$ cat config.mk
export PLATFORM = sky130hd
export DESIGN_NAME = ram_access_controller_flat
export DESIGN_NICKNAME = d
export VERILOG_FILES = /design/src/rtl/ram_ctrl_pkg.sv /design/src/rtl/ram_access_controller_if.sv /design/src/rtl/sync_fifo.sv /design/src/rtl/ram_access_controller.sv /design/src/flat_wrapper.sv
export SDC_FILE = /design/constraint.sdc
export NUM_CORES = 1
export LEC_CHECK = 0
export ABC_AREA = 1
export BUFFER_PORTS_ARGS = -buffer_cell sky130_fd_sc_hd__buf_2
export CAP_MARGIN = 25
export CORE_ASPECT_RATIO = 1.1
export CORE_MARGIN = 5
export CORE_UTILIZATION = 58
export CTS_CLUSTER_SIZE = 14
export DETAILED_ROUTE_END_ITERATION = 16
export PLACE_DENSITY = 0.82
export SLEW_MARGIN = 20
export SYNTH_ARGS = -nofsm -noshare
export SYNTH_HDL_FRONTEND = slang
export SYNTH_SLANG_ARGS = --single-unit
$ cat constraint.sdc
create_clock -name clock -period 7.68 [get_ports clock]
set_clock_uncertainty 0.1 [all_clocks]
set_input_delay 1.536 -clock clock [delete_from_list [all_inputs] [get_ports clock]]
set_output_delay 1.536 -clock clock [all_outputs]
set_load 0.005 [all_outputs]
$ cat src/rtl/ram_ctrl_pkg.sv
// Shared definitions for the data-RAM access controller.
//   DEF_* : default geometry of the 2048 x 32 data RAM
//   req_t : one request at the default geometry {write, addr, wdata}
//   issue_state_e : per-cycle state of the ISSUE slot
package ram_ctrl_pkg;
  localparam int DEF_ADDR_W     = 11;
  localparam int DEF_DATA_W     = 32;
  localparam int DEF_MEM_WORDS  = 2048;
  localparam int DEF_FIFO_DEPTH = 4;

  typedef struct packed {
    logic                  write;
    logic [DEF_ADDR_W-1:0] addr;
    logic [DEF_DATA_W-1:0] wdata;
  } req_t;

  typedef enum logic {
    ISSUE_IDLE   = 1'b0,
    ISSUE_ACTIVE = 1'b1
  } issue_state_e;
endpackage

$ cat src/rtl/ram_access_controller_if.sv
// Request/response bus between the CPU/bus side and the RAM controller.
//   req_*  : valid/ready request channel (master drives valid/write/addr/wdata)
//   resp_* : response pulse channel, no backpressure (slave drives)
interface ram_access_controller_if #(
  parameter int ADDR_W = 11,
  parameter int DATA_W = 32
);
  logic              req_valid;
  logic              req_ready;
  logic              req_write;
  logic [ADDR_W-1:0] req_addr;
  logic [DATA_W-1:0] req_wdata;
  logic              resp_valid;
  logic              resp_write;
  logic              resp_error;
  logic [DATA_W-1:0] resp_rdata;

  modport master (
    output req_valid, req_write, req_addr, req_wdata,
    input  req_ready, resp_valid, resp_write, resp_error, resp_rdata
  );

  modport slave (
    input  req_valid, req_write, req_addr, req_wdata,
    output req_ready, resp_valid, resp_write, resp_error, resp_rdata
  );
endinterface

$ cat src/rtl/sync_fifo.sv
// Single-clock FIFO with synchronous active-high reset.
//   push/din  : write when push and not full
//   pop/dout  : dout is the current head; pop advances it when not empty
//   full/empty/count : occupancy
// DEPTH must be a power of two so the pointers wrap naturally.
module sync_fifo #(
  parameter  int WIDTH = 8,
  parameter  int DEPTH = 4,
  localparam int PTR_W = $clog2(DEPTH),
  localparam int CNT_W = PTR_W + 1
) (
  input  logic             clock,
  input  logic             reset,
  input  logic             push,
  input  logic [WIDTH-1:0] din,
  input  logic             pop,
  output logic [WIDTH-1:0] dout,
  output logic             full,
  output logic             empty,
  output logic [CNT_W-1:0] count
);
  logic [WIDTH-1:0] mem [DEPTH];
  logic [PTR_W-1:0] wr_ptr, rd_ptr;
  logic             do_push, do_pop;

  assign do_push = push & ~full;
  assign do_pop  = pop & ~empty;
  assign full    = (count == CNT_W'(DEPTH));
  assign empty   = (count == '0);
  assign dout    = mem[rd_ptr];

  always_ff @(posedge clock) begin
    if (reset) begin
      wr_ptr <= '0;
      rd_ptr <= '0;
      count  <= '0;
    end else begin
      if (do_push) wr_ptr <= wr_ptr + PTR_W'(1);
      if (do_pop)  rd_ptr <= rd_ptr + PTR_W'(1);
      count <= count + CNT_W'(do_push) - CNT_W'(do_pop);
    end
  end

  // Storage needs no reset: entries are only read once count covers them.
  always_ff @(posedge clock) begin
    if (do_push) mem[wr_ptr] <= din;
  end
endmodule

$ cat src/rtl/ram_access_controller.sv
// Sequencing front-end for the word-addressed data RAM.
//   clock, reset : rising-edge clock (RAM works on the falling edge), sync reset
//   bus          : request/response channel (slave side)
//   ram_*        : registered RAM pins; ram_data_out floats when deselected
// Pipeline: request FIFO -> ISSUE register (drives the RAM pins) ->
// RESPONSE register. One access per cycle, fixed 2-cycle latency from an
// empty FIFO, responses strictly in request order.
module ram_access_controller
  import ram_ctrl_pkg::*;
#(
  parameter int ADDR_W     = DEF_ADDR_W,
  parameter int DATA_W     = DEF_DATA_W,
  parameter int FIFO_DEPTH = DEF_FIFO_DEPTH,
  parameter int MEM_WORDS  = DEF_MEM_WORDS
) (
  input  logic                  clock,
  input  logic                  reset,
  ram_access_controller_if.slave bus,
  output logic [ADDR_W-1:0]     ram_address,
  output logic [DATA_W-1:0]     ram_data_in,
  output logic                  ram_we,
  output logic                  ram_chip_select,
  input  logic [DATA_W-1:0]     ram_data_out
);
  typedef struct packed {
    logic              write;
    logic [ADDR_W-1:0] addr;
    logic [DATA_W-1:0] wdata;
  } fifo_req_t;

  localparam int REQ_W = $bits(fifo_req_t);
  localparam int CNT_W = $clog2(FIFO_DEPTH) + 1;
  // One extra bit so MEM_WORDS == 2**ADDR_W is representable.
  localparam logic [ADDR_W:0] MEM_LIMIT = (ADDR_W + 1)'(MEM_WORDS);

  fifo_req_t        push_req, head;
  logic             push, pop;
  logic             fifo_full, fifo_empty;
  logic [CNT_W-1:0] fifo_count, count_nxt;
  logic             req_ready_q;
  logic             head_in_range;

  assign push_req = '{write: bus.req_write, addr: bus.req_addr, wdata: bus.req_wdata};
  assign push     = bus.req_valid & req_ready_q & ~fifo_full;
  // The ISSUE slot never stalls, so the head is taken whenever present.
  assign pop      = ~fifo_empty;

  sync_fifo #(.WIDTH(REQ_W), .DEPTH(FIFO_DEPTH)) u_fifo (
    .clock (clock),
    .reset (reset),
    .push  (push),
    .din   (push_req),
    .pop   (pop),
    .dout  (head),
    .full  (fifo_full),
    .empty (fifo_empty),
    .count (fifo_count)
  );

  // req_ready is a register, computed from the occupancy after this edge,
  // so it is low in the cycle following reset and the bus sees no comb path.
  assign count_nxt = fifo_count + CNT_W'(push) - CNT_W'(pop);

  always_ff @(posedge clock) begin
    if (reset) req_ready_q <= 1'b0;
    else       req_ready_q <= (count_nxt != CNT_W'(FIFO_DEPTH));
  end

  assign bus.req_ready = req_ready_q;

  // ---------------- ISSUE stage ----------------
  issue_state_e      state_q, state_d;
  logic [ADDR_W-1:0] addr_d;
  logic [DATA_W-1:0] data_d;
  logic              we_d, cs_d;
  logic              issue_write_q, issue_write_d;
  logic              issue_err_q, issue_err_d;

  assign head_in_range = ({1'b0, head.addr} < MEM_LIMIT);

  always_comb begin
    state_d       = ISSUE_IDLE;
    addr_d        = ram_address;
    data_d        = ram_data_in;
    we_d          = 1'b0;
    cs_d          = 1'b0;
    issue_write_d = issue_write_q;
    issue_err_d   = issue_err_q;
    if (!fifo_empty) begin
      state_d       = ISSUE_ACTIVE;
      addr_d        = head.addr;
      data_d        = head.wdata;
      // Out-of-range entries occupy the slot but never touch the RAM.
      cs_d          = head_in_range;
      we_d          = head.write & head_in_range;
      issue_write_d = head.write;
      issue_err_d   = ~head_in_range;
    end
  end

  always_ff @(posedge clock) begin
    if (reset) begin
      state_q         <= ISSUE_IDLE;
      ram_address     <= '0;
      ram_data_in     <= '0;
      ram_we          <= 1'b0;
      ram_chip_select <= 1'b0;
      issue_write_q   <= 1'b0;
      issue_err_q     <= 1'b0;
    end else begin
      state_q         <= state_d;
      ram_address     <= addr_d;
      ram_data_in     <= data_d;
      ram_we          <= we_d;
      ram_chip_select <= cs_d;
      issue_write_q   <= issue_write_d;
      issue_err_q     <= issue_err_d;
    end
  end

  // ---------------- RESPONSE stage ----------------
  logic              resp_valid_q, resp_write_q, resp_error_q;
  logic [DATA_W-1:0] resp_rdata_q;

  always_ff @(posedge clock) begin
    if (reset) begin
      resp_valid_q <= 1'b0;
      resp_write_q <= 1'b0;
      resp_error_q <= 1'b0;
      resp_rdata_q <= '0;
    end else begin
      resp_valid_q <= (state_q == ISSUE_ACTIVE);
      if (state_q == ISSUE_ACTIVE) begin
        resp_write_q <= issue_write_q;
        resp_error_q <= issue_err_q;
        // Only sample the RAM when it was selected for a read; otherwise its
        // data_out is floating.
        resp_rdata_q <= (ram_chip_select && !ram_we) ? ram_data_out : '0;
      end
    end
  end

  assign bus.resp_valid = resp_valid_q;
  assign bus.resp_write = resp_write_q;
  assign bus.resp_error = resp_error_q;
  assign bus.resp_rdata = resp_rdata_q;
endmodule

$ cat src/flat_wrapper.sv
// flat-port wrapper written by rule: the top's interface ports become plain ports
module ram_access_controller_flat import ram_ctrl_pkg::*;
#(
  parameter int ADDR_W     = DEF_ADDR_W,
  parameter int DATA_W     = DEF_DATA_W,
  parameter int FIFO_DEPTH = DEF_FIFO_DEPTH,
  parameter int MEM_WORDS  = DEF_MEM_WORDS
)
  (clock, reset, ram_address, ram_data_in, ram_we, ram_chip_select, ram_data_out, bus_req_valid, bus_req_write, bus_req_addr, bus_req_wdata, bus_req_ready, bus_resp_valid, bus_resp_write, bus_resp_error, bus_resp_rdata);
  ram_access_controller_if #(.ADDR_W(ADDR_W), .DATA_W(DATA_W)) bus_i ();
  input  logic clock;
  input  logic reset;
  output logic [ADDR_W-1:0] ram_address;
  output logic [DATA_W-1:0] ram_data_in;
  output logic ram_we;
  output logic ram_chip_select;
  input  logic [DATA_W-1:0] ram_data_out;
  input wire logic [$bits(bus_i.req_valid)-1:0] bus_req_valid;
  input wire logic [$bits(bus_i.req_write)-1:0] bus_req_write;
  input wire logic [$bits(bus_i.req_addr)-1:0] bus_req_addr;
  input wire logic [$bits(bus_i.req_wdata)-1:0] bus_req_wdata;
  output wire logic [$bits(bus_i.req_ready)-1:0] bus_req_ready;
  output wire logic [$bits(bus_i.resp_valid)-1:0] bus_resp_valid;
  output wire logic [$bits(bus_i.resp_write)-1:0] bus_resp_write;
  output wire logic [$bits(bus_i.resp_error)-1:0] bus_resp_error;
  output wire logic [$bits(bus_i.resp_rdata)-1:0] bus_resp_rdata;
  assign bus_i.req_valid = bus_req_valid;
  assign bus_i.req_write = bus_req_write;
  assign bus_i.req_addr = bus_req_addr;
  assign bus_i.req_wdata = bus_req_wdata;
  assign bus_req_ready = bus_i.req_ready;
  assign bus_resp_valid = bus_i.resp_valid;
  assign bus_resp_write = bus_i.resp_write;
  assign bus_resp_error = bus_i.resp_error;
  assign bus_resp_rdata = bus_i.resp_rdata;
  ram_access_controller #(.ADDR_W(ADDR_W), .DATA_W(DATA_W), .FIFO_DEPTH(FIFO_DEPTH), .MEM_WORDS(MEM_WORDS)) u_core (.clock(clock), .reset(reset), .bus(bus_i), .ram_address(ram_address), .ram_data_in(ram_data_in), .ram_we(ram_we), .ram_chip_select(ram_chip_select), .ram_data_out(ram_data_out));
endmodule
Word level (Yosys, flattened, before mapping)
Memory sizes are Yosys's and may differ from the RTL's. A register that Yosys moved wholly into a read port is not among the register bits.
Cells that the tools add are included.
- logic and storage cells: 36
- register bits: 88
- memories kept: 1
- bits in writable memories: 176
- output and inout port bits: 81
- memories (memory ; depth ; width ; rd ports ; clocked after memory_dff ; wr ports ; RTL line ; source):
    u_core.u_fifo.mem ; 4 ; 44 ; 1 ; 1 ; 1 ; sync_fifo.sv:22 ; logic [WIDTH-1:0] mem [DEPTH];
- add/subtract/negate cells: 6
- reduce and logical (&&, ||, !) cells: 4
- bitwise logic cells: 5
- muxes and demuxes: 6
- equal/unequal tests: 2
- operators with widths (cell ; count):
    32-bit 2-to-1 mux ; 1
    3-bit by 1-bit adder with 3-bit output ; 2
    3-bit by 1-bit subtractor with 3-bit output ; 2
    2-bit by 1-bit adder with 2-bit output (second input constant) ; 2
    2-bit 2-to-1 mux ; 2
    1-bit AND ; 3
    3-bit == test (second input constant) ; 1
    3-bit zero test ; 1
    1-bit 2-to-1 mux ; 3
    3-bit inequality test (second input constant) ; 1
    1-bit NOT ; 2
    2-bit OR reduction ; 1
    1-bit logical AND ; 1
    1-bit zero test ; 1

Longest topological paths before layout
Gate-level depths: netlist (run 1).
- depth in word-level cells: 6
- depth in mapped cells: 12
- depth with buffers taken out: 12

By module
Synthesis (run 1) repeated with hierarchy kept, for this count alone.
- cell total of the unflattened synthesis: 861
- area total of the unflattened synthesis: 10324.9 sq um
- by module, submodules not included (module ; sequential area each (sq um) ; cells an instance ; area each (sq um) ; times used):
    sync_fifo ; 5465.2 ; 494 ; 7093.1 ; 1
    ram_access_controller ; 1621.6 ; 367 ; 3231.8 ; 1

Worst setup path after synthesis (run 1)
OpenSTA, ideal clock, no wires.
- kind: in2reg
- start point: input port bus_req_valid
- end point: memory u_core.u_fifo.mem[0][0] in the netlist's numbering, enable pin
- setup time: 0.446 ns
- slack: 3.463 ns
- arrival: 3.672 ns
- stages: 4
- cell sequence: nand2_1 -> inv_1 -> nand2_1 -> nor2_1
- longest elaborated chain between the ends: 5
- RTL lines (element ; RTL line ; source):
    start: declaration ; flat_wrapper.sv:18 ; input wire logic [$bits(bus_i.req_valid)-1:0] bus_req_valid;
    1-bit AND (2 in a row) ; ram_access_controller.sv:44 ; assign push = bus.req_valid & req_ready_q & ~fifo_full;
    1-bit AND ; sync_fifo.sv:26 ; assign do_push = push & ~full;
    1-bit 2-to-1 mux ; sync_fifo.sv:46 ; if (do_push) mem[wr_ptr] <= din;
    1-bit 2-to-1 mux (not written as such) ; sync_fifo.sv:46 ;
    end: declaration ; sync_fifo.sv:22 ;
Every way passes these cells.

Worst setup path after layout (run 1)
- start point: input port bus_req_valid
- end point: memory u_core.u_fifo.mem[3][31] in the netlist's numbering, enable pin
The elaborated chain is that of the path after synthesis.

==> results of run 1 <==
-- cells in the final DEF (no fill, tap or decap), drive strengths merged --
master	count
nand2	314
ha	6
bufinv	1
o21ai	1
buf	165
nand3	168
clkbuf	39
nand3b	1
nor2	20
edfxtp	176
conb	1
a21oi	37
inv	26
clkinv	8
dfxtp	90
fa	2
-- worst min path at each step --
stage / start / to / slack (ps)
after floorplan: u_core.issue_write_q / u_core.issue_write_q / 330
after global placement: u_core.ram_data_in[2] / u_core.ram_data_in[2] / 330
after detailed placement: u_core.ram_data_in[21] / u_core.ram_data_in[21] / 330
after CTS: u_core.ram_data_in[9] / u_core.ram_data_in[9] / 350
after global routing: u_core.ram_address[4] / u_core.ram_address[4] / 360
final: u_core.ram_address[4] / u_core.ram_address[4] / 350
-- Yosys cell counts --
master | number | share of area, %
conb_1 | 1 | 0.038
clkbuf_1 | 15 | 0.57
buf_6 | 4 | 0.45
ha_1 | 6 | 0.76
o21ai_0 | 1 | 0.050
nand3b_1 | 1 | 0.076
nor2_4 | 1 | 0.11
clkinv_1 | 1 | 0.038
nand2_1 | 313 | 12
edfxtp_1 | 176 | 53
dfxtp_1 | 90 | 18
a21oi_1 | 36 | 1.8
fa_1 | 2 | 0.40
buf_4 | 10 | 0.76
nor2_8 | 1 | 0.20
nor2_1 | 18 | 0.68
inv_2 | 3 | 0.11
buf_1 | 1 | 0.038
a21oi_4 | 1 | 0.16
inv_1 | 22 | 0.83
nand2_4 | 1 | 0.11
buf_2 | 21 | 1.1
nand3_1 | 168 | 8.5
-- registers in the layout (all words and copies together), names as in the netlist, named ones only --
signal	count
u_core.u_fifo.mem	176
u_core.bus.resp_rdata	32
u_core.ram_data_in	32
u_core.ram_address	11
u_core.u_fifo.count	3
u_core.u_fifo.rd_ptr	2
u_core.u_fifo.wr_ptr	2
u_core.bus.req_ready	1
u_core.bus.resp_valid	1
u_core.bus.resp_write	1
u_core.issue_write_q	1
u_core.ram_chip_select	1
u_core.ram_we	1
-- stage by stage --
| step | util [%] | hold WS [ps] | power [mW] | cell area (um^2) | setup WS, ps |
|---|---|---|---|---|---|
| after floorplan | - | 326.7 | 2.689 | 9923 | 3463 |
| after global placement | 63.80 | 332.4 | 3.032 | 10780 | 4143 |
| after detailed placement | 63.80 | 334.2 | 3.086 | 10780 | 4060 |
| after CTS | 68.77 | 349.2 | 4.328 | 11620 | 4598 |
| after global routing | 68.77 | 362.6 | 4.563 | 11620 | 4488 |
| final | 68.77 | 348.1 | 4.306 | 11620 | 4602 |
-- cell families (layout without fill, tap and decap cells) --
| group | count (synthesis) | in the layout | share of synthesized area [%] |
|---|---|---|---|
| flops | 266 | 266 | 71.42 |
| compound gates | 38 | 38 | 2.030 |
| fa+ha+maj | 8 | 8 | 1.160 |
| simple gates | 503 | 503 | 21.50 |
| other cells | 1 | 1 | 0.03779 |
| buf+inv | 77 | 239 | 3.858 |
-- per-layer routing --
layer  share of wire, %  wire length (um)
met3                7.3              1627
met5              0.031                 7
met4                3.0               661
met1                 38              8587
met2                 51             11510
-- area by class of cell --
type / count / area [um^2]
inverter: 26 / 97.59
multi-input combinational: 550 / 2484
fill: 1181 / 5275
tap: 208 / 260.3
timing repair buffer: 165 / 843.3
clock buffer: 39 / 765.7
sequential: 266 / 7092
clock inverter: 9 / 73.82
-- power by group --
group          switching [mW]  total (mW)  internal (mW)  leakage (nW)
registers               0.218        2.01           1.79          2.34
clock network           0.516        1.24          0.723         0.421
logic                   0.683        1.06          0.373          2.06
-- worst min-delay path, stage by stage (launching register included) --
cell and delay, ps:
dfxtp_1 310, nand2_1 60, nand2_1 40
==> metrics.cfg, run 1 <==
[clock_network]
numCtsBuffers = 26
cts_tree = done
cts.clk_slew.worst_paths_ps = 60
post-cts-setup-buffers = 0
cts_resized = 0
clock_latency_ps = 520
clock-sinks = 266
clk_path_buf_depth = 3
cts.htree.levels = 1
cts-root-buf = clkbuf_16
cts_hold_buffers = 0

[setup_path]
reg2reg_depth = 6
crit_fanout = 24
r2r_slack_ps = 4980
crit_slowest_cell = nor2_4
worstPathArrival_ps = 3160
crit_buf_inv = 3
worstPathRequired_ps = 7770
path_cells = buf_2 -> nand2_1 -> inv_1 -> nand2_1 -> nor2_4 -> buf_4
cp_slowest_stage_delay_ps = 620
path_depth = 6
crit_top_cell = nand2_1
r2r_end = u_core.ram_data_in[22]
critPathCaptureType = flop
startpoint = bus_req_valid
cp-start-kind = input pin
setup.worst_path.end = u_core.u_fifo.mem[3][31]
path_delay_family = simple AND/OR/NAND/NOR gates
crit_type = input pin to flop

[synth]
synth_nets = 980
synth-seq-area-share_pct = 71.42
avgSynthCellArea_um2 = 11.11
yosysWarnings = 0
synth_seq_cells = 266
synth.distinct_cells = 23
synth.cell_area_um2 = 9923
syn_inst = 893

[grt]
grt_pass1_vias = 7108
grt_max_degree = 90
grt_use_met2_pct = 38.89
top_usage_layer = met2
use_met3_pct = 3.870
grtUsageMet1_pct = 28.41
grt_overflow_total = 0
grt_pass1_wl_mm = 36.06
grt_util_all_layers_pct = 22.51
antenna_found_initial = 1

[worst_hold_path]
worstHoldPathType = flop to flop
whs_path_depth = 2

[placed_design]
hpwl_mm = 13.22
gp_congestion = 0.7678
port_buffers = 158
dp.cells = 1215

[floorplan]
initial_core_util_pct = 58.75
ioPinCount = 160
die_area_um2 = 19830
die_x_um = 134.7
rows = 50
core_um2 = 16890
die_h_um = 147.2

[finish]
syn2layout_area_growth_pct = 17.06
drive_gt1_share_pct = 20.76
num_antenna_cells = 0
nets = 1122
final_cells = 1263

[sta]
min_period_ps = 3078
finalHoldViolations = 0
rsz0062_at_grt = false
slew_viol_final = 0
setup_viol = 0
max_slew_margin_pct = 29.73
fin_tns_setup_ps = 0
fin_crit_sh_pct = 40.08
tightest_slew_ps = 1054
fmax_ghz = 0.3249

[route]
dr.pass1.iters = 5
drt-total-wl_mm = 22.40
vias = 6982
drc = 0
first_iter_violations = 658
vias_per_cell = 5.528
wl_per_cell_um = 17.73
ant_nets = 0

[power_and_ir_drop]
power.density_nw_per_um2 = 370.7
p_leak_nw = 4.817
vdd_drop_max_mv = 0.2088

[flow_run]
drv.max_cap_violation_count = 0

[status]
outcome = complete, no violations

Power figures use the tool's default switching activity.
==> run 2, diff against run 1 <==
- ABC_AREA: 1 -> 0
- CORE_UTILIZATION: 58 -> 56
- PLACE_DENSITY: 0.82 -> 0.79
- clock period: 7.68 -> 2.9 ns (I/O delays scaled with it)
==> run 2 against run 1 <==
  * Critical path depth rose by 1
  * Synthesized cell count fell by 40%
  * Combinational power rose by 140%
  * Largest power group unchanged
  * Wire length fell by 19%
  * Non-clock buffer count rose by 3
  * Count of clock-buffer cells in the layout fell by 6
  * Largest cell class unchanged
  * Sequential power rose to 2.6 times the previous value
  * Design area barely moved
==> metrics.cfg, run 2 <==
[sta]
max_slew_margin_pct = 44.62  ; +15 points
fin_crit_sh_pct = 73.88
fin_ws_ps = 757.5  ; -3845 ps
fmax_ghz = 0.4667
setup_viol = 0  ; unchanged
slew_viol_final = 0  ; unchanged
tightest_slew_ps = 830.7  ; -223.4 ps
rsz0062_at_grt = false
finalHoldViolations = 0  ; unchanged
min_period_ps = 2143
fin_tns_setup_ps = 0  ; unchanged

[placed_design]
port_buffers = 158  ; unchanged
place_ws_ps = 626.3  ; -3433 ps
gp_congestion = 0.7778  ; +1.3%
hpwl_mm = 10.87  ; -18%
dp.cells = 905  ; -26%

[setup_path]
crit_fanout = 9  ; -63%
worstPathRequired_ps = 3220  ; -4550 ps
path_delay_family = flip-flops
critPathCaptureType = flop
crit_type = flop to flop
path_cells = nor3_4 -> a21oi_1 -> ha_1 -> inv_1 -> fa_1 -> xor2_1 -> a31oi_1
path_depth = 7  ; +1
reg2reg_depth = 7  ; +1
cp_slowest_stage_delay_ps = 620  ; about the same
cp-start-kind = flop
crit_buf_inv = 1  ; -2
worstPathArrival_ps = 2470  ; -690 ps
crit_slowest_cell = dfxtp_1

[route]
vias_per_cell = 5.483  ; -0.82%
vias = 5225  ; -25%
first_iter_violations = 249  ; -62%
dr.pass1.iters = 7  ; +2
wl_per_cell_um = 19.12  ; +7.8%
ant_nets = 0  ; unchanged
drc = 0  ; unchanged
drt-total-wl_mm = 18.22  ; -19%

[finish]
drive_gt1_share_pct = 36.30  ; +16 points
largest_reg_flops = 176  ; unchanged
final_cells = 953  ; -25%
final_common_cell = edfxtp_1
syn2layout_area_growth_pct = 19.97
multi_input_area_um2 = 2352  ; -5.3%
regArea_um2 = 7092  ; unchanged
mostFrequentLayoutCells = 176 x edfxtp_1, 158 x buf_2, 88 x dfxtp_1
num_antenna_cells = 0  ; unchanged
nets = 786  ; -30%
fillCellCount = 1147  ; -2.9%
largest_register = u_core.u_fifo.mem

[clock_network]
numCtsBuffers = 26  ; unchanged
cts-root-buf = clkbuf_16
clk_path_buf_depth = 3  ; unchanged
cts_tree = done
clock_latency_ps = 500  ; -20 ps
post-cts-setup-buffers = 0  ; unchanged
cts.clk_slew.worst_paths_ps = 60  ; about the same
cts_resized = 0  ; unchanged
clock-sinks = 266  ; unchanged
cts.htree.levels = 1  ; unchanged
cts_hold_buffers = 0  ; unchanged

[synth]
synth_most_common_cell = edfxtp_1
synth_seq_cells = 266  ; unchanged
synth_largest_area_cell = edfxtp_1
yosysWarnings = 0  ; unchanged
synth_nets = 625  ; -36%
synth_commonest_cells = 176 x edfxtp_1, 90 x dfxtp_1, 44 x a22o_1, 44 x mux4_2, 35 x a21oi_1
synth-seq-area-share_pct = 73.25  ; +1.8 points
synth.cell_area_um2 = 9674  ; -2.5%
syn_inst = 538  ; -40%
synthFlopType = edfxtp_1
async_flop_share_pct = 0  ; unchanged
synth.distinct_cells = 32  ; +39%
synth_area_leaders = edfxtp_1 55%, dfxtp_1 19%, mux4_2 10%, a22o_1 4.0%, nand3b_1 2.3%
avgSynthCellArea_um2 = 17.98  ; +62%
synth_top_area_share_pct = 54.63  ; +1.4 points
synth_edf_count = 176  ; unchanged

[power_and_ir_drop]
p_leak_nw = 4.299  ; -11%
power.density_nw_per_um2 = 965.5  ; +160%
vdd_drop_max_mv = 0.6929  ; +230%

[grt]
grt_pass1_wl_mm = 28.99  ; -20%
antenna_found_initial = 1  ; unchanged
grt_max_degree = 48  ; -47%
grt_util_all_layers_pct = 18.09  ; -4.4 points
grt_overflow_total = 0  ; unchanged
grt_pass1_vias = 5567  ; -22%

[floorplan]
initial_core_util_pct = 56.85  ; -1.9 points
die_area_um2 = 20010  ; +0.90%
die_x_um = 135.3  ; +0.45%
rows = 50  ; unchanged
die_h_um = 147.9  ; +0.45%
core_um2 = 17020  ; +0.74%
ioPinCount = 160  ; unchanged

[worst_hold_path]
whs_path_depth = 1  ; -1
worstHoldPathType = input pin to flop

[flow_run]
drv.max_cap_violation_count = 0  ; unchanged

[status]
outcome = complete, no violations

-- run 2: cell types whose count changed in the layout (fill, tap and decap cells not counted), moves of 6 or more --
cell	before	now
nand3_1	168	2
mux4_2	0	44
inv_1	22	5
nand2b_1	0	30
nand3b_1	1	30
a22o_1	0	44
nand2_1	313	1
buf_12	0	6
-- run 2: layout make-up --
class                           count  share of cell area [%]
Clock buffer                       33                   6.361
Clock inverter                     15                   1.477
Inverter                            5                  0.1617
Multi-Input combinational cell    232                   20.27
Sequential cell                   266                   61.10
Tap cell                          234                   2.523
Timing Repair Buffer              168                   8.107
-- run 2: through the flow --
stage	instance area [um^2]	hold slack (ps)	power, mW	util, %
2_1_floorplan	9674	348.9	6.960	-
3_3_place_gp	10700	351.0	7.763	62.86
3_5_place_dp	10700	359.3	7.867	62.86
4_1_cts	11610	161.4	11.35	68.21
5_1_grt	11610	166.0	11.79	68.21
6_report	11610	182.5	11.21	68.21
-- run 2: where the power goes --
| part | switching, mW | leakage [nW] | total (mW) | internal [mW] |
|---|---|---|---|---|
| Combinational | 1.16 | 1.51 | 2.53 | 1.37 |
| Sequential | 0.499 | 2.34 | 5.21 | 4.71 |
| Clock | 1.32 | 0.450 | 3.46 | 2.15 |
-- run 2: routing by layer --
| metal | vias up | global-route usage [%] | wire length, um |
|---|---|---|---|
| li1 | 2410 | - | - |
| met1 | 2595 | 23.61 | 7493 |
| met2 | 184 | 30.48 | 8917 |
| met3 | 34 | 4.255 | 1373 |
| met4 | 2 | 5.343 | 420 |
| met5 | - | 0 | 13 |
-- run 2: worst paths after layout --
kind | from | end | slack (ps)
setup / recovery | u_core.u_fifo.count[1] | u_core.bus.req_ready | 760
hold / removal | bus_req_addr[2] | u_core.u_fifo.mem[1][34] | 180
setup reg to reg | u_core.u_fifo.count[1] | u_core.bus.req_ready | 760
hold reg to reg | u_core.bus.resp_rdata[19] | u_core.bus.resp_rdata[19] | 370
-- run 2: kinds of logic after synthesis --
logic type | synth area share, %
flops | 73.25
simple gates | 6.195
compound gates | 6.040
mux | 10.35
buf+inv | 2.483
fa+ha+maj | 1.190
xor+xnor | 0.4526
other cells | 0.03876
